File: src/rtl/rf_scan_reader_if.sv
// Bus between the register-file scan reader, the RF read port and the display path.
// disp_valid/disp_ready: an offer is held stable until disp_valid and disp_ready are both high at a clk edge.
interface rf_scan_reader_if;
  logic [4:0]  rf_addr;
  logic [31:0] rf_data;
  logic [31:0] disp_data;
  logic [4:0]  disp_idx;
  logic        disp_valid;
  logic        disp_ready;

  modport master (
    output rf_addr,
    input  rf_data,
    output disp_data,
    output disp_idx,
    output disp_valid,
    input  disp_ready
  );

  modport slave (
    input  rf_addr,
    output rf_data,
    input  disp_data,
    input  disp_idx,
    input  disp_valid,
    output disp_ready
  );
endinterface

File: src/rtl/rf_scan_reader.sv
// Walks RF read addresses 0..31, offers each value to the display, then holds it
// for HOLD_CYCLES cycles with pause and single-step control.
module rf_scan_reader #(
  parameter logic [31:0] HOLD_CYCLES = 32'd25_000_000
) (
  input  logic             clk,
  input  logic             rstn,
  input  logic             en,
  input  logic             pause,
  input  logic             step,
  rf_scan_reader_if.master bus,
  output logic             busy,
  output logic [1:0]       dbg_state_o
);

  typedef enum logic [1:0] {
    S_IDLE  = 2'd0,
    S_READ  = 2'd1,
    S_OFFER = 2'd2,
    S_HOLD  = 2'd3
  } state_e;

  state_e      state_q;
  logic [4:0]  idx_q;
  logic [4:0]  disp_idx_q;
  logic [31:0] disp_data_q;
  logic [31:0] hold_cnt_q;
  logic        disp_valid_q;
  logic        step_q;

  logic [4:0]  idx_d;
  logic [31:0] hold_cnt_d;
  logic        hold_done_d;
  logic        step_rise_d;

  // The index wraps 31 -> 0 through plain 5-bit overflow.
  assign idx_d       = idx_q + 5'd1;
  assign hold_cnt_d  = hold_cnt_q + 32'd1;
  assign hold_done_d = (hold_cnt_q == HOLD_CYCLES - 32'd1);
  assign step_rise_d = step & ~step_q;

  always_ff @(posedge clk) begin
    if (!rstn) begin
      state_q      <= S_IDLE;
      idx_q        <= '0;
      hold_cnt_q   <= '0;
      step_q       <= 1'b0;
      disp_data_q  <= '0;
      disp_idx_q   <= '0;
      disp_valid_q <= 1'b0;
    end else begin
      step_q <= step;
      if (!en) begin
        // Dropping enable keeps idx and the last shown value; re-enable rereads idx.
        state_q      <= S_IDLE;
        disp_valid_q <= 1'b0;
      end else begin
        case (state_q)
          S_IDLE: state_q <= S_READ;
          S_READ: begin
            disp_data_q  <= bus.rf_data;
            disp_idx_q   <= idx_q;
            disp_valid_q <= 1'b1;
            state_q      <= S_OFFER;
          end
          S_OFFER: begin
            if (bus.disp_ready) begin
              disp_valid_q <= 1'b0;
              hold_cnt_q   <= '0;
              state_q      <= S_HOLD;
            end
          end
          S_HOLD: begin
            if (!pause) begin
              hold_cnt_q <= hold_cnt_d;
              if (hold_done_d) begin
                idx_q   <= idx_d;
                state_q <= S_READ;
              end
            end else if (step_rise_d) begin
              // Stepping leaves hold_cnt alone; it restarts on the next acceptance.
              idx_q   <= idx_d;
              state_q <= S_READ;
            end
          end
          default: state_q <= S_IDLE;
        endcase
      end
    end
  end

  assign bus.rf_addr    = idx_q;
  assign bus.disp_data  = disp_data_q;
  assign bus.disp_idx   = disp_idx_q;
  assign bus.disp_valid = disp_valid_q;
  assign busy           = (state_q != S_IDLE);
  assign dbg_state_o    = state_q;

endmodule

File: src/flat_wrapper.sv
// flat-port wrapper written by rule: the top's interface ports become plain ports
module rf_scan_reader_flat 
#(
  parameter logic [31:0] HOLD_CYCLES = 32'd25_000_000
)
  (clk, rstn, en, pause, step, busy, dbg_state_o, bus_rf_addr, bus_rf_data, bus_disp_data, bus_disp_idx, bus_disp_valid, bus_disp_ready);
  rf_scan_reader_if bus_i ();
  input  logic clk;
  input  logic rstn;
  input  logic en;
  input  logic pause;
  input  logic step;
  output logic busy;
  output logic [1:0] dbg_state_o;
  output wire logic [$bits(bus_i.rf_addr)-1:0] bus_rf_addr;
  input wire logic [$bits(bus_i.rf_data)-1:0] bus_rf_data;
  output wire logic [$bits(bus_i.disp_data)-1:0] bus_disp_data;
  output wire logic [$bits(bus_i.disp_idx)-1:0] bus_disp_idx;
  output wire logic [$bits(bus_i.disp_valid)-1:0] bus_disp_valid;
  input wire logic [$bits(bus_i.disp_ready)-1:0] bus_disp_ready;
  assign bus_rf_addr = bus_i.rf_addr;
  assign bus_i.rf_data = bus_rf_data;
  assign bus_disp_data = bus_i.disp_data;
  assign bus_disp_idx = bus_i.disp_idx;
  assign bus_disp_valid = bus_i.disp_valid;
  assign bus_i.disp_ready = bus_disp_ready;
  rf_scan_reader #(.HOLD_CYCLES(HOLD_CYCLES)) u_core (.clk(clk), .rstn(rstn), .en(en), .pause(pause), .step(step), .bus(bus_i), .busy(busy), .dbg_state_o(dbg_state_o));
endmodule
File: config.mk
export PLATFORM = sky130hd
export DESIGN_NAME = rf_scan_reader_flat
export DESIGN_NICKNAME = d
export VERILOG_FILES = /design/src/rtl/rf_scan_reader_if.sv /design/src/rtl/rf_scan_reader.sv /design/src/flat_wrapper.sv
export SDC_FILE = /design/constraint.sdc
export NUM_CORES = 1
export LEC_CHECK = 0
export ABC_AREA = 1
export ABC_CLOCK_PERIOD_IN_PS = 3440
export CORE_MARGIN = 2
export CORE_UTILIZATION = 25
export CTS_BUF_LIST = sky130_fd_sc_hd__clkbuf_4 sky130_fd_sc_hd__clkbuf_8 sky130_fd_sc_hd__clkbuf_16
export DETAILED_ROUTE_END_ITERATION = 12
export GPL_ROUTABILITY_DRIVEN = 1
export PLACE_DENSITY = 0.57
export SLEW_MARGIN = 20
export SYNTH_ARGS = -nofsm -noshare
export SYNTH_HDL_FRONTEND = slang
export SYNTH_SLANG_ARGS = --single-unit
File: constraint.sdc
create_clock -name clk -period 3.44 [get_ports clk]
set_input_delay 0.344 -clock clk [delete_from_list [all_inputs] [get_ports clk]]
set_output_delay 0.344 -clock clk [all_outputs]
set_load 0.005 [all_outputs]
==> flow_summary.html, run 1 <==
<table>
<tr><th>Metric</th><th>Value</th></tr>
<tr><th colspan="2">Floorplan</th></tr>
<tr><td>Overall die area</td><td>0.0154 mm2</td></tr>
<tr><td>Die Height</td><td>124 um</td></tr>
<tr><td>Initial core utilization</td><td>25.7%</td></tr>
<tr><td>Core Rows</td><td>43</td></tr>
<tr><td>Num ports</td><td>84</td></tr>
<tr><td>Core area</td><td>0.0140 mm2</td></tr>
<tr><td>Horiz. Die Dim</td><td>124 um</td></tr>
<tr><th colspan="2">CTS</th></tr>
<tr><td>Sinks on Clock Net</td><td>78</td></tr>
<tr><td>CTS hold repair buffers</td><td>0</td></tr>
<tr><td>Clock insertion delay at the later pin of the skew report</td><td>0.33 ns</td></tr>
<tr><td>Level count of the clock H-tree</td><td>3</td></tr>
<tr><td>CTS Buffer Depth</td><td>2</td></tr>
<tr><td>Clock slew at the register clock pins of the worst setup and hold paths</td><td>0.06 ns</td></tr>
<tr><td>Number of buffers inserted to repair setup after CTS</td><td>0</td></tr>
<tr><td>Clock tree from TritonCTS</td><td>built</td></tr>
<tr><td>Cts repair resizes</td><td>0</td></tr>
<tr><td>Cell chosen for the clock root</td><td>sky130_fd_sc_hd__clkbuf_16</td></tr>
<tr><td>Clock buffers created by TritonCTS</td><td>9</td></tr>
<tr><th colspan="2">Global route</th></tr>
<tr><td>Pin count of the biggest net entering global routing</td><td>37</td></tr>
<tr><td>Tot GR Track Use</td><td>12.7%</td></tr>
<tr><td>First-pass GRT wire length</td><td>15300 um</td></tr>
<tr><td>Number of antenna violations at the first check in global routing</td><td>0</td></tr>
<tr><td>Total gr overflow</td><td>0</td></tr>
<tr><td>Number of global-route vias before repair</td><td>3328</td></tr>
<tr><th colspan="2">Routing</th></tr>
<tr><td>Post-detailed-route via-to-cell ratio</td><td>4.35</td></tr>
<tr><td>Total routed wirelength</td><td>9120 um</td></tr>
<tr><td>Post-detailed-route count of antenna-violating nets</td><td>0</td></tr>
<tr><td>Post-detailed-route wirelength per cell</td><td>11.5 um</td></tr>
<tr><td>Total via count after detailed routing</td><td>3434</td></tr>
<tr><td>First DRT Iteration DRCs</td><td>114</td></tr>
<tr><td>DRC violations left</td><td>0</td></tr>
<tr><td>Iteration count of the initial detailed-routing pass</td><td>4</td></tr>
<tr><th colspan="2">Logic synthesis</th></tr>
<tr><td>Library cell with the highest instance count after synthesis</td><td>sky130_fd_sc_hd__nor2_1</td></tr>
<tr><td>Post-Syn Area</td><td>0.00360 mm2</td></tr>
<tr><td>Synth top area cells</td><td>sky130_fd_sc_hd__dfxtp_1 43%, sky130_fd_sc_hd__nor2_1 14%, sky130_fd_sc_hd__nand2_1 9.1%</td></tr>
<tr><td>Count of mapped cells out of synthesis</td><td>523</td></tr>
<tr><td>Synth Flop Type</td><td>sky130_fd_sc_hd__dfxtp_1</td></tr>
<tr><td>Number of enable-type register cells in the synthesized netlist</td><td>0</td></tr>
<tr><td>Fraction of synthesized cell area taken by the top area cell type</td><td>43.4%</td></tr>
<tr><td>Post-synthesis net count</td><td>568</td></tr>
<tr><td>Number of distinct library cells after synthesis</td><td>30</td></tr>
<tr><td>Number of synthesized register bits</td><td>78</td></tr>
<tr><td>Sequential-to-total area share from yosys stat</td><td>43.4%</td></tr>
<tr><td>Commonest cells in the synthesized netlist</td><td>137 x sky130_fd_sc_hd__nor2_1, 87 x sky130_fd_sc_hd__nand2_1, 78 x sky130_fd_sc_hd__dfxtp_1, 58 x sky130_fd_sc_hd__inv_1, 46 x sky130_fd_sc_hd__o21ai_0</td></tr>
<tr><td>Number of warnings reported in the yosys synthesis log</td><td>0</td></tr>
<tr><td>Share of flip-flops with an asynchronous set or reset after synthesis</td><td>0%</td></tr>
<tr><td>Synthesized area per cell</td><td>6.88 um2</td></tr>
<tr><td>Cell type with the largest total area after synthesis</td><td>sky130_fd_sc_hd__dfxtp_1</td></tr>
<tr><th colspan="2">Final layout</th></tr>
<tr><td>Net count, final</td><td>651</td></tr>
<tr><td>Multi-input gate area in the final layout</td><td>0.00173 mm2</td></tr>
<tr><td>Ant. Diodes</td><td>0</td></tr>
<tr><td>Layout Area Growth over Synthesis</td><td>36.4%</td></tr>
<tr><td>Number of standard cells in the layout, taps in and fillers out</td><td>790</td></tr>
<tr><td>Post-route design area</td><td>0.00491 mm2</td></tr>
<tr><td>Share of cells above drive strength 1</td><td>6.23%</td></tr>
<tr><td>Count of filler cells inserted in the layout</td><td>1508</td></tr>
<tr><td>Area taken by flip-flops and latches</td><td>0.00156 mm2</td></tr>
<tr><th colspan="2">Setup path</th></tr>
<tr><td>Startpoint Class</td><td>flip-flop</td></tr>
<tr><td>Crit Path Max Fanout</td><td>8</td></tr>
<tr><td>Arrival time worst endpoint</td><td>2.21 ns</td></tr>
<tr><td>Critical path's slowest cell</td><td>sky130_fd_sc_hd__dfxtp_1</td></tr>
<tr><td>Data required time of the critical path</td><td>3.65 ns</td></tr>
<tr><td>Critical path endpoint category</td><td>flip-flop</td></tr>
<tr><td>Critical path's largest stage delay</td><td>0.42 ns</td></tr>
<tr><td>CP Class</td><td>reg2reg</td></tr>
<tr><td>Crit path cell chain</td><td>inv_1, ha_1, nand2_2, nand2_2, nor2_8, nand2_4, nor2_2, inv_1, o21ai_1, a21oi_1</td></tr>
<tr><th colspan="2">STA</th></tr>
<tr><td>Worst Tran Pin Value</td><td>0.697 ns</td></tr>
<tr><td>Final worst-path cycle share</td><td>58.2%</td></tr>
<tr><td>Setup violators final</td><td>0</td></tr>
<tr><td>Worst Clk Skew</td><td>0.00540 ns</td></tr>
<tr><td>Relative slew margins</td><td>53.4%</td></tr>
<tr><td>Unrepaired setup endpoints after global routing</td><td>false</td></tr>
<tr><td>Minimum clock period after layout</td><td>2.00 ns</td></tr>
<tr><td>Final hold violation count</td><td>0</td></tr>
<tr><td>F_max</td><td>500 MHz</td></tr>
<tr><td>Final max-slew violation count</td><td>0</td></tr>
<tr><td>Final-layout worst hold slack</td><td>0.484 ns</td></tr>
<tr><td>Total Neg Setup Slack</td><td>0 ns</td></tr>
<tr><th colspan="2">Pwr</th></tr>
<tr><td>Power density over cell area</td><td>429 mW/mm2</td></tr>
<tr><td>Leakage power summed over all cells</td><td>1.99 nW</td></tr>
<tr><td>Largest vdd supply drop</td><td>0.000237 V</td></tr>
<tr><th colspan="2">Run</th></tr>
<tr><td>Max_cap viols</td><td>0</td></tr>
<tr><th colspan="2">Min path</th></tr>
<tr><td>Path category of the worst min-delay check</td><td>reg2reg</td></tr>
<tr><th colspan="2">Place</th></tr>
<tr><td>Final GP Congestion</td><td>0.882</td></tr>
<tr><td>Number of cells after detailed placement</td><td>775</td></tr>
<tr><td>Placed cell areas</td><td>0.00461 mm2</td></tr>
<tr><td>Final HPWL from detailed placement</td><td>6730 um</td></tr>
<tr><td>Count of input and output buffers</td><td>83</td></tr>
<tr><th colspan="2">Outcome</th></tr>
<tr><td>Outcome</td><td>finished clean</td></tr>
</table>
## flip-flops by register name, indices dropped and copies added, names as in the netlist
register               cells
u_core.hold_cnt_q         32
u_core.bus.disp_data      32
u_core.step_q              1
u_core.bus.rf_addr         5
u_core.bus.disp_valid      1
u_core.dbg_state_o         2
u_core.bus.disp_idx        5
## routing by layer
| layer | global-route usage [%] | share of wire, % | up-vias |
|---|---|---|---|
| met5 | 0 | 0 | - |
| li1 | - | - | 1816 |
| met2 | 20.4 | 44 | 82 |
| met4 | 5.27 | 1.3 | 0 |
| met1 | 14.8 | 46 | 1529 |
| met3 | 5.77 | 8.6 | 7 |
## power by group
part	internal, mW	switching [mW]
combinational	0.111	0.0844
sequential	0.930	0.0156
clock	0.605	0.358
## cell families (layout without fill, tap and decap cells)
| group | Yosys count | count (layout) | synth area share [%] |
|---|---|---|---|
| simple gates | 285 | 285 | 34.3 |
| compound gates | 77 | 77 | 11.2 |
| flops | 78 | 78 | 43.4 |
| xor+xnor | 1 | 1 | 0.243 |
| fa+ha+maj | 7 | 7 | 2.43 |
| buf+inv | 75 | 162 | 8.41 |
## area by class of cell
| class | count | share of cell area (%) |
|---|---|---|
| Multi-Input combinational cell | 370 | 35.3 |
| Sequential cell | 78 | 31.8 |
| Timing Repair Buffer | 86 | 17.4 |
| Clock buffer | 12 | 5.30 |
| Inverter | 61 | 4.71 |
| Tap cell | 180 | 4.59 |
| Clock inverter | 3 | 0.892 |
## stage by stage
stage	power [mW]	setup slack (ns)	utilization (%)
detailed placement	1.16	1.18	32.9
finish	2.10	1.44	35.1
global placement	1.16	1.23	32.9
CTS	2.14	1.44	35.1
floorplan	1.05	1.72	-
global route	2.21	1.23	35.1
## worst max-delay path: cells and delay by family, from the launching register on
kind / cells / cell delay [ns]
AO/OA/AOI/OAI: 2 / 0.27
adder cells (fa/ha/maj): 1 / 0.27
buffers and inverters: 2 / 0.19
flip-flops: 1 / 0.42
AND/OR/NAND/NOR: 5 / 0.73
## placed cells by master (no fill, tap or decap), drive strengths merged
master	count
nand3b	1
buf	3
xnor2	1
and2	1
nand3	24
nand2	91
clkbuf	12
nand4	12
clkdlybuf4s50	83
bufinv	1
clkinv	2
nor2	145
o21ai	52
dfxtp	78
ha	7
a2bb2oi	1
nor3	11
a21oi	24
inv	61
## worst paths after layout
| path | endpoint | from | cells past startpoint | slack, ns |
|---|---|---|---|---|
| worst max-delay path | u_core.hold_cnt_q[13] | u_core.dbg_state_o[0] | 10 | 1.44 |
| worst min-delay path | u_core.bus.disp_data[8] | u_core.bus.disp_data[8] | 2 | 0.48 |
| worst max register to register | u_core.hold_cnt_q[13] | u_core.dbg_state_o[0] | 10 | 1.44 |
| worst min register to register | u_core.bus.disp_data[8] | u_core.bus.disp_data[8] | 2 | 0.48 |
(Power assumes the default switching activity.)
==> inputs of run 2 (changes only) <==
--- a/config.mk
+++ b/config.mk
@@ -6,13 +6,13 @@
 export NUM_CORES = 1
 export LEC_CHECK = 0
 export ABC_AREA = 1
-export ABC_CLOCK_PERIOD_IN_PS = 3440
+export ABC_CLOCK_PERIOD_IN_PS = 1650
 export CORE_MARGIN = 2
 export CORE_UTILIZATION = 25
 export CTS_BUF_LIST = sky130_fd_sc_hd__clkbuf_4 sky130_fd_sc_hd__clkbuf_8 sky130_fd_sc_hd__clkbuf_16
 export DETAILED_ROUTE_END_ITERATION = 12
 export GPL_ROUTABILITY_DRIVEN = 1
-export PLACE_DENSITY = 0.57
+export PLACE_DENSITY = 0.58
 export SLEW_MARGIN = 20
 export SYNTH_ARGS = -nofsm -noshare
 export SYNTH_HDL_FRONTEND = slang
==> constraint.sdc (replaced) <==
create_clock -name clk -period 1.65 [get_ports clk]
set_input_delay 0.165 -clock clk [delete_from_list [all_inputs] [get_ports clk]]
set_output_delay 0.165 -clock clk [all_outputs]
set_load 0.005 [all_outputs]
==> run 2 against run 1 <==
Net effect: fmax grew 23%; combinational power increased by 140%; register-to-register slack got worse by 1.4 ns; total power grew 110%; sequential cell count is the same; sequential share of layout area is 2.4 points lower.
==> flow_summary.html, run 2 (same netlist as run 1, synthesis figures left out) <==
<table>
<tr><th>Metric</th><th>Value</th></tr>
<tr><th colspan="2">Outcome</th></tr>
<tr><td>Outcome</td><td>finished clean</td></tr>
<tr><th colspan="2">STA</th></tr>
<tr><td>Minimum clock period after layout</td><td>1.63 ns</td></tr>
<tr><td>Unrepaired setup endpoints after global routing</td><td>true</td></tr>
<tr><td>Relative slew margins</td><td>71.2%</td></tr>
<tr><td>F_max</td><td>615 MHz</td></tr>
<tr><td>Final worst-path cycle share</td><td>98.6%</td></tr>
<tr><td>Final hold violation count</td><td>0</td></tr>
<tr><td>Final worst slack</td><td>0.0237 ns</td></tr>
<tr><td>Worst Tran Pin Value</td><td>0.428 ns</td></tr>
<tr><td>Worst Clk Skew</td><td>0.00873 ns</td></tr>
<tr><td>Final max-slew violation count</td><td>0</td></tr>
<tr><td>Setup violators final</td><td>0</td></tr>
<tr><th colspan="2">Final layout</th></tr>
<tr><td>Ant. Diodes</td><td>0</td></tr>
<tr><td>Layout Area Growth over Synthesis</td><td>48.6%</td></tr>
<tr><td>Most common cell after layout, fill and taps aside</td><td>sky130_fd_sc_hd__nor2_1</td></tr>
<tr><td>Post-route design area</td><td>0.00535 mm2</td></tr>
<tr><td>Count of filler cells inserted in the layout</td><td>1485</td></tr>
<tr><td>Commonest non-fill, non-tap cells in the layout</td><td>130 x sky130_fd_sc_hd__nor2_1, 82 x sky130_fd_sc_hd__nand2_1, 81 x sky130_fd_sc_hd__clkdlybuf4s50_1</td></tr>
<tr><td>Net count, final</td><td>679</td></tr>
<tr><td>Share of cells above drive strength 1</td><td>15.0%</td></tr>
<tr><th colspan="2">Global route</th></tr>
<tr><td>First-pass GRT wire length</td><td>15900 um</td></tr>
<tr><td>Pin count of the biggest net entering global routing</td><td>45</td></tr>
<tr><td>Number of antenna violations at the first check in global routing</td><td>0</td></tr>
<tr><td>Total gr overflow</td><td>0</td></tr>
<tr><td>Number of global-route vias before repair</td><td>3477</td></tr>
<tr><td>Tot GR Track Use</td><td>13.1%</td></tr>
<tr><th colspan="2">Routing</th></tr>
<tr><td>Total via count after detailed routing</td><td>3616</td></tr>
<tr><td>First DRT Iteration DRCs</td><td>189</td></tr>
<tr><td>Post-detailed-route wirelength per cell</td><td>11.9 um</td></tr>
<tr><td>Post-detailed-route count of antenna-violating nets</td><td>0</td></tr>
<tr><td>Post-detailed-route via-to-cell ratio</td><td>4.42</td></tr>
<tr><td>Iteration count of the initial detailed-routing pass</td><td>4</td></tr>
<tr><td>Total routed wirelength</td><td>9760 um</td></tr>
<tr><td>DRC violations left</td><td>0</td></tr>
<tr><th colspan="2">Floorplan</th></tr>
<tr><td>Overall die area</td><td>0.0154 mm2</td></tr>
<tr><td>Core Rows</td><td>43</td></tr>
<tr><td>Core area</td><td>0.0140 mm2</td></tr>
<tr><td>Num ports</td><td>84</td></tr>
<tr><td>Horiz. Die Dim</td><td>124 um</td></tr>
<tr><td>Die Height</td><td>124 um</td></tr>
<tr><td>Initial core utilization</td><td>25.7%</td></tr>
<tr><th colspan="2">Place</th></tr>
<tr><td>Count of input and output buffers</td><td>83</td></tr>
<tr><td>Final GP Congestion</td><td>0.894</td></tr>
<tr><td>Placed cell areas</td><td>0.00480 mm2</td></tr>
<tr><td>Post-placement worst setup slack</td><td>-0.120 ns</td></tr>
<tr><td>Final HPWL from detailed placement</td><td>7160 um</td></tr>
<tr><th colspan="2">Min path</th></tr>
<tr><td>Path category of the worst min-delay check</td><td>in2reg</td></tr>
<tr><th colspan="2">Pwr</th></tr>
<tr><td>Largest vdd supply drop</td><td>0.000509 V</td></tr>
<tr><td>Power density over cell area</td><td>827 mW/mm2</td></tr>
<tr><td>Leakage power summed over all cells</td><td>2.14 nW</td></tr>
<tr><th colspan="2">CTS</th></tr>
<tr><td>Sinks on Clock Net</td><td>78</td></tr>
<tr><td>Clock tree from TritonCTS</td><td>built</td></tr>
<tr><td>CTS Buffer Depth</td><td>2</td></tr>
<tr><td>Clock insertion delay at the later pin of the skew report</td><td>0.34 ns</td></tr>
<tr><td>Level count of the clock H-tree</td><td>3</td></tr>
<tr><td>Cell chosen for the clock root</td><td>sky130_fd_sc_hd__clkbuf_16</td></tr>
<tr><td>CTS hold repair buffers</td><td>0</td></tr>
<tr><td>Clock slew at the register clock pins of the worst setup and hold paths</td><td>0.06 ns</td></tr>
<tr><td>Clock buffers created by TritonCTS</td><td>9</td></tr>
<tr><th colspan="2">Setup path</th></tr>
<tr><td>Crit Path Max Fanout</td><td>5</td></tr>
<tr><td>Data required time of the critical path</td><td>1.88 ns</td></tr>
<tr><td>CP Class</td><td>reg2reg</td></tr>
<tr><td>Startpoint Class</td><td>flip-flop</td></tr>
<tr><td>Arrival time worst endpoint</td><td>1.85 ns</td></tr>
<tr><td>Critical path endpoint category</td><td>flip-flop</td></tr>
<tr><th colspan="2">Run</th></tr>
<tr><td>Max_cap viols</td><td>0</td></tr>
</table>
## run 2: worst max-delay path: stages (launching register included)
cell and delay [ns]:
sky130_fd_sc_hd__dfxtp_4 0.36, sky130_fd_sc_hd__inv_4 0.06, sky130_fd_sc_hd__ha_4 0.14, sky130_fd_sc_hd__buf_4 0.12
sky130_fd_sc_hd__o21ai_4 0.06, sky130_fd_sc_hd__nor2_8 0.19, sky130_fd_sc_hd__nand2_8 0.10, sky130_fd_sc_hd__nor2_4 0.15
sky130_fd_sc_hd__nand4_1 0.14, sky130_fd_sc_hd__nor2_1 0.14, sky130_fd_sc_hd__nor2_1 0.05
## run 2: path summary, 6_finish.rpt
path                         startpoint                    end  slack [ns]  cells after the start
setup / recovery  u_core.dbg_state_o[0]  u_core.hold_cnt_q[25]        0.02                     10
hold / removal                     step          u_core.step_q        0.40                      3
setup reg to reg  u_core.dbg_state_o[0]  u_core.hold_cnt_q[25]        0.02                     10
hold reg to reg    u_core.hold_cnt_q[9]   u_core.hold_cnt_q[9]        0.48                      1
## run 2: what timing repair did
item                                    4_1_cts  5_1_grt
hold endpoints to repair                      0        0
resized for setup                            11       45
gates cloned                                  0        1
setup buffers                                 1        5
endpoints found under the setup margin       20       34
pin swaps                                     2       13
## run 2: metrics by stage
step                TNS [ns]  total power, mW  util (%)  instances  hold slack [ns]
floorplan                  0             2.19         -        523            0.258
global placement      -0.340             2.45      34.3        796            0.460
detailed placement     -1.97             2.46      34.3        796            0.470
CTS                        0             4.47      36.8        813            0.385
global route          -0.856             4.62      38.2        819            0.427
finish                     0             4.42      38.2        819            0.398
## run 2: metal layers
layer | routed length, um | GRT usage (%)
met1 | 4070 | 15.0
met2 | 4550 | 21.1
met3 | 976 | 6.41
met4 | 170 | 5.06
met5 | 0 | 0
## run 2: power breakdown
part	total [mW]	leakage, nW	switching, mW	internal, mW
clock	1.99	0.142	0.810	1.18
sequential	1.97	0.635	0.0328	1.94
combinational	0.466	1.36	0.197	0.269
## run 2: cell type report
class	instances	area, um2	share of cell area (%)
clock inverters	7	72.6	1.36
well taps	180	225	4.21
multi-input cells	371	1910	35.8
clock buffers	9	225	4.21
repair buffers	113	1100	20.6
flip-flops and latches	78	1570	29.4
inverters	61	239	4.47
==> inputs of run 3 (changes only) <==
--- a/config.mk
+++ b/config.mk
@@ -10,6 +10,7 @@
 export CORE_MARGIN = 2
 export CORE_UTILIZATION = 25
 export CTS_BUF_LIST = sky130_fd_sc_hd__clkbuf_4 sky130_fd_sc_hd__clkbuf_8 sky130_fd_sc_hd__clkbuf_16
+export CTS_CLUSTER_DIAMETER = 60
 export DETAILED_ROUTE_END_ITERATION = 12
 export GPL_ROUTABILITY_DRIVEN = 1
 export PLACE_DENSITY = 0.58
==> constraint.sdc (replaced) <==
create_clock -name clk -period 1.65 [get_ports clk]
set_input_delay 0.4125 -clock clk [delete_from_list [all_inputs] [get_ports clk]]
set_output_delay 0.4125 -clock clk [all_outputs]
set_load 0.005 [all_outputs]
==> run 3 against run 2 <==
Net effect: via count is 2.0% higher; sequential power hardly changed; critical path type unchanged; cell area is 3.8% higher; critical endpoint is now u_core.hold_cnt_q[22]; fmax is 2.3% lower; the flow now finishes with violations (setup timing); wire length is 6.2% higher; critical path depth stayed put; largest cell class unchanged.
==> flow_summary.html, run 3 (same netlist as run 1, synthesis figures left out) <==
<table>
<tr><th>Metric</th><th>Value</th></tr>
<tr><th colspan="2">Setup path</th></tr>
<tr><td>FF-to-FF setup slack</td><td>-0.01 ns</td></tr>
<tr><td>Crit Path Max Fanout</td><td>6</td></tr>
<tr><td>Data required time of the critical path</td><td>1.89 ns</td></tr>
<tr><td>Critical path endpoint category</td><td>flip-flop</td></tr>
<tr><td>Timing endpoint of the critical path</td><td>u_core.hold_cnt_q[22]</td></tr>
<tr><td>Startpoint of the worst setup timing path</td><td>u_core.dbg_state_o[1]</td></tr>
<tr><td>Startpoint Class</td><td>flip-flop</td></tr>
<tr><td>Arrival time worst endpoint</td><td>1.90 ns</td></tr>
<tr><td>CP Class</td><td>reg2reg</td></tr>
<tr><td>Logic depth of the worst register-to-register path</td><td>10</td></tr>
<tr><td>Critical register-to-register path endpoint</td><td>u_core.hold_cnt_q[22]</td></tr>
<tr><td>Reg-to-reg startpoint</td><td>u_core.dbg_state_o[1]</td></tr>
<tr><th colspan="2">Global route</th></tr>
<tr><td>Number of global-route vias before repair</td><td>3584</td></tr>
<tr><td>First-pass GRT wire length</td><td>16600 um</td></tr>
<tr><td>Tot GR Track Use</td><td>14.0%</td></tr>
<tr><td>Pin count of the biggest net entering global routing</td><td>40</td></tr>
<tr><td>Number of antenna violations at the first check in global routing</td><td>0</td></tr>
<tr><td>Total gr overflow</td><td>0</td></tr>
<tr><th colspan="2">STA</th></tr>
<tr><td>Total Neg Setup Slack</td><td>-0.0205 ns</td></tr>
<tr><td>Unrepaired setup endpoints after global routing</td><td>true</td></tr>
<tr><td>Final worst slack</td><td>-0.0144 ns</td></tr>
<tr><td>Worst Tran Pin Value</td><td>0.505 ns</td></tr>
<tr><td>Final worst-path cycle share</td><td>101%</td></tr>
<tr><td>Relative slew margins</td><td>66.1%</td></tr>
<tr><td>F_max</td><td>601 MHz</td></tr>
<tr><td>Minimum clock period after layout</td><td>1.66 ns</td></tr>
<tr><td>Final max-slew violation count</td><td>0</td></tr>
<tr><td>Final hold violation count</td><td>0</td></tr>
<tr><td>Setup violators final</td><td>2</td></tr>
<tr><td>Worst Clk Skew</td><td>0.00526 ns</td></tr>
<tr><th colspan="2">Routing</th></tr>
<tr><td>DRC violations left</td><td>0</td></tr>
<tr><td>First DRT Iteration DRCs</td><td>183</td></tr>
<tr><td>Post-detailed-route count of antenna-violating nets</td><td>0</td></tr>
<tr><td>Total via count after detailed routing</td><td>3690</td></tr>
<tr><td>Post-detailed-route wirelength per cell</td><td>12.5 um</td></tr>
<tr><td>Total routed wirelength</td><td>10400 um</td></tr>
<tr><td>Post-detailed-route via-to-cell ratio</td><td>4.45</td></tr>
<tr><td>Iteration count of the initial detailed-routing pass</td><td>4</td></tr>
<tr><th colspan="2">Pwr</th></tr>
<tr><td>Sequential cell fraction of total power</td><td>41.8%</td></tr>
<tr><td>Cell-internal power</td><td>3.63 mW</td></tr>
<tr><td>Switching share of power</td><td>23.0%</td></tr>
<tr><td>NetSw</td><td>1.08 mW</td></tr>
<tr><td>Pwr Total</td><td>4.71 mW</td></tr>
<tr><td>Largest vdd supply drop</td><td>0.000539 V</td></tr>
<tr><td>Power share of the combinational group</td><td>10.7%</td></tr>
<tr><td>Leakage power summed over all cells</td><td>2.54 nW</td></tr>
<tr><td>Power density over cell area</td><td>848 mW/mm2</td></tr>
<tr><td>Clock Power Share</td><td>47.5%</td></tr>
<tr><th colspan="2">Floorplan</th></tr>
<tr><td>Num ports</td><td>84</td></tr>
<tr><td>Initial core utilization</td><td>25.7%</td></tr>
<tr><td>Core area</td><td>0.0140 mm2</td></tr>
<tr><td>Die Height</td><td>124 um</td></tr>
<tr><td>Core Rows</td><td>43</td></tr>
<tr><td>Overall die area</td><td>0.0154 mm2</td></tr>
<tr><td>Horiz. Die Dim</td><td>124 um</td></tr>
<tr><th colspan="2">Final layout</th></tr>
<tr><td>Share of cells above drive strength 1</td><td>18.6%</td></tr>
<tr><td>Count of filler cells inserted in the layout</td><td>1457</td></tr>
<tr><td>Ant. Diodes</td><td>0</td></tr>
<tr><td>Multi-input gate area in the final layout</td><td>0.00195 mm2</td></tr>
<tr><td>Commonest non-fill, non-tap cells in the layout</td><td>132 x sky130_fd_sc_hd__nor2_1, 77 x sky130_fd_sc_hd__nand2_1, 72 x sky130_fd_sc_hd__dfxtp_1</td></tr>
<tr><td>Net count, final</td><td>690</td></tr>
<tr><td>Most common cell after layout, fill and taps aside</td><td>sky130_fd_sc_hd__nor2_1</td></tr>
<tr><td>Area taken by flip-flops and latches</td><td>0.00157 mm2</td></tr>
<tr><td>Number of standard cells in the layout, taps in and fillers out</td><td>830</td></tr>
<tr><td>Layout Area Growth over Synthesis</td><td>54.3%</td></tr>
<tr><th colspan="2">Place</th></tr>
<tr><td>Count of input and output buffers</td><td>83</td></tr>
<tr><td>Number of cells after detailed placement</td><td>797</td></tr>
<tr><td>Final HPWL from detailed placement</td><td>7070 um</td></tr>
<tr><td>Final GP Congestion</td><td>0.840</td></tr>
<tr><td>Post-placement worst setup slack</td><td>-0.345 ns</td></tr>
<tr><th colspan="2">CTS</th></tr>
<tr><td>CTS Buffer Depth</td><td>2</td></tr>
<tr><td>Sinks on Clock Net</td><td>78</td></tr>
<tr><td>Cell chosen for the clock root</td><td>sky130_fd_sc_hd__clkbuf_16</td></tr>
<tr><td>Level count of the clock H-tree</td><td>3</td></tr>
<tr><td>Clock insertion delay at the later pin of the skew report</td><td>0.34 ns</td></tr>
<tr><td>Clock slew at the register clock pins of the worst setup and hold paths</td><td>0.06 ns</td></tr>
<tr><td>Clock tree from TritonCTS</td><td>built</td></tr>
<tr><td>Clock buffers created by TritonCTS</td><td>9</td></tr>
<tr><th colspan="2">Outcome</th></tr>
<tr><td>Outcome</td><td>complete, but fails checks</td></tr>
<tr><td>Violations in the final reports</td><td>setup timing</td></tr>
<tr><th colspan="2">Min path</th></tr>
<tr><td>Path category of the worst min-delay check</td><td>reg2reg</td></tr>
<tr><th colspan="2">Run</th></tr>
<tr><td>Max_cap viols</td><td>0</td></tr>
</table>
==> run 3: changes by cell type in the layout (fill, tap and decap cells not counted), moves of 3 or more <==
cell                              delta
sky130_fd_sc_hd__nand2_2             +3
sky130_fd_sc_hd__clkdlybuf4s50_1    -22
sky130_fd_sc_hd__o21ai_2             +6
sky130_fd_sc_hd__dlymetal6s2s_1     +15
sky130_fd_sc_hd__inv_2               +3
sky130_fd_sc_hd__buf_4               +6
sky130_fd_sc_hd__dlygate4sd2_1       +7
sky130_fd_sc_hd__nand2_1             -5
sky130_fd_sc_hd__dfxtp_2             +3
sky130_fd_sc_hd__o21ai_1             -5
==> run 3: stage by stage <==
stage,hold WS (ns),area [um2],util (%)
6_report,0.478,5550,39.7
3_5_place_dp,0.468,4800,34.3
2_1_floorplan,0.444,3600,-
5_1_grt,0.509,5550,39.7
3_3_place_gp,0.459,4800,34.3
4_1_cts,0.482,5300,37.9
==> run 3: critical path: stages, from the launching register on <==
cell and delay (ns):
sky130_fd_sc_hd__dfxtp_2 0.32, sky130_fd_sc_hd__buf_6 0.12, sky130_fd_sc_hd__ha_4 0.18, sky130_fd_sc_hd__nand2_4 0.08, sky130_fd_sc_hd__nand2_4 0.07, sky130_fd_sc_hd__nor2_8 0.18, sky130_fd_sc_hd__nand3_2 0.13, sky130_fd_sc_hd__nor2_4 0.18
sky130_fd_sc_hd__nand2_1 0.09, sky130_fd_sc_hd__o21ai_0 0.15, sky130_fd_sc_hd__nor2_1 0.05
==> run 3: what timing repair did <==
item / 4_1_cts / 5_1_grt
setup endpoints to repair: 28 / 56
pin swaps: 8 / 18
buffers inserted: 7 / 6
cloned: 2 / 2
hold endpoints to repair: 0 / 0
hold buffers: 0 / 0
gates resized for setup: 32 / 69
==> run 3: how the worst min path moves through the flow <==
stage	start	to	slack [ns]	cells past startpoint
2_1_floorplan	u_core.hold_cnt_q[3]	u_core.hold_cnt_q[3]	0.44	1
3_3_place_gp	u_core.hold_cnt_q[3]	u_core.hold_cnt_q[3]	0.46	1
3_5_place_dp	u_core.hold_cnt_q[3]	u_core.hold_cnt_q[3]	0.47	1
4_1_cts	u_core.hold_cnt_q[3]	u_core.hold_cnt_q[3]	0.48	1
5_1_grt	u_core.bus.disp_data[23]	u_core.bus.disp_data[23]	0.51	2
6_report	u_core.bus.disp_data[15]	u_core.bus.disp_data[15]	0.48	2
==> run 3: power groups by stage <==
stage	Clock [mW]	Combinational [mW]	Sequential, mW
floorplan	0	0.177	2.01
global placement	0	0.439	2.01
detailed placement	0	0.443	2.01
CTS	2.31	0.482	1.97
global route	2.40	0.554	1.97
finish	2.24	0.502	1.97
==> run 3: layout make-up <==
class	count	share of cell area (%)
repair inverters	3	0.766
repair buffers	121	21.5
multi-input cells	371	35.1
well taps	180	4.06
clock buffers	11	4.55
flip-flops and latches	78	28.3
clock inverters	5	1.46
inverters	61	4.26
==> run 3: layer usage <==
layer | part of all wire, % | vias to the layer above | track usage, %
met5 | 0 | - | 0
met4 | 2.5 | 0 | 7.02
met3 | 7.7 | 17 | 5.49
met2 | 45 | 108 | 21.9
met1 | 45 | 1654 | 16.7
li1 | - | 1911 | -
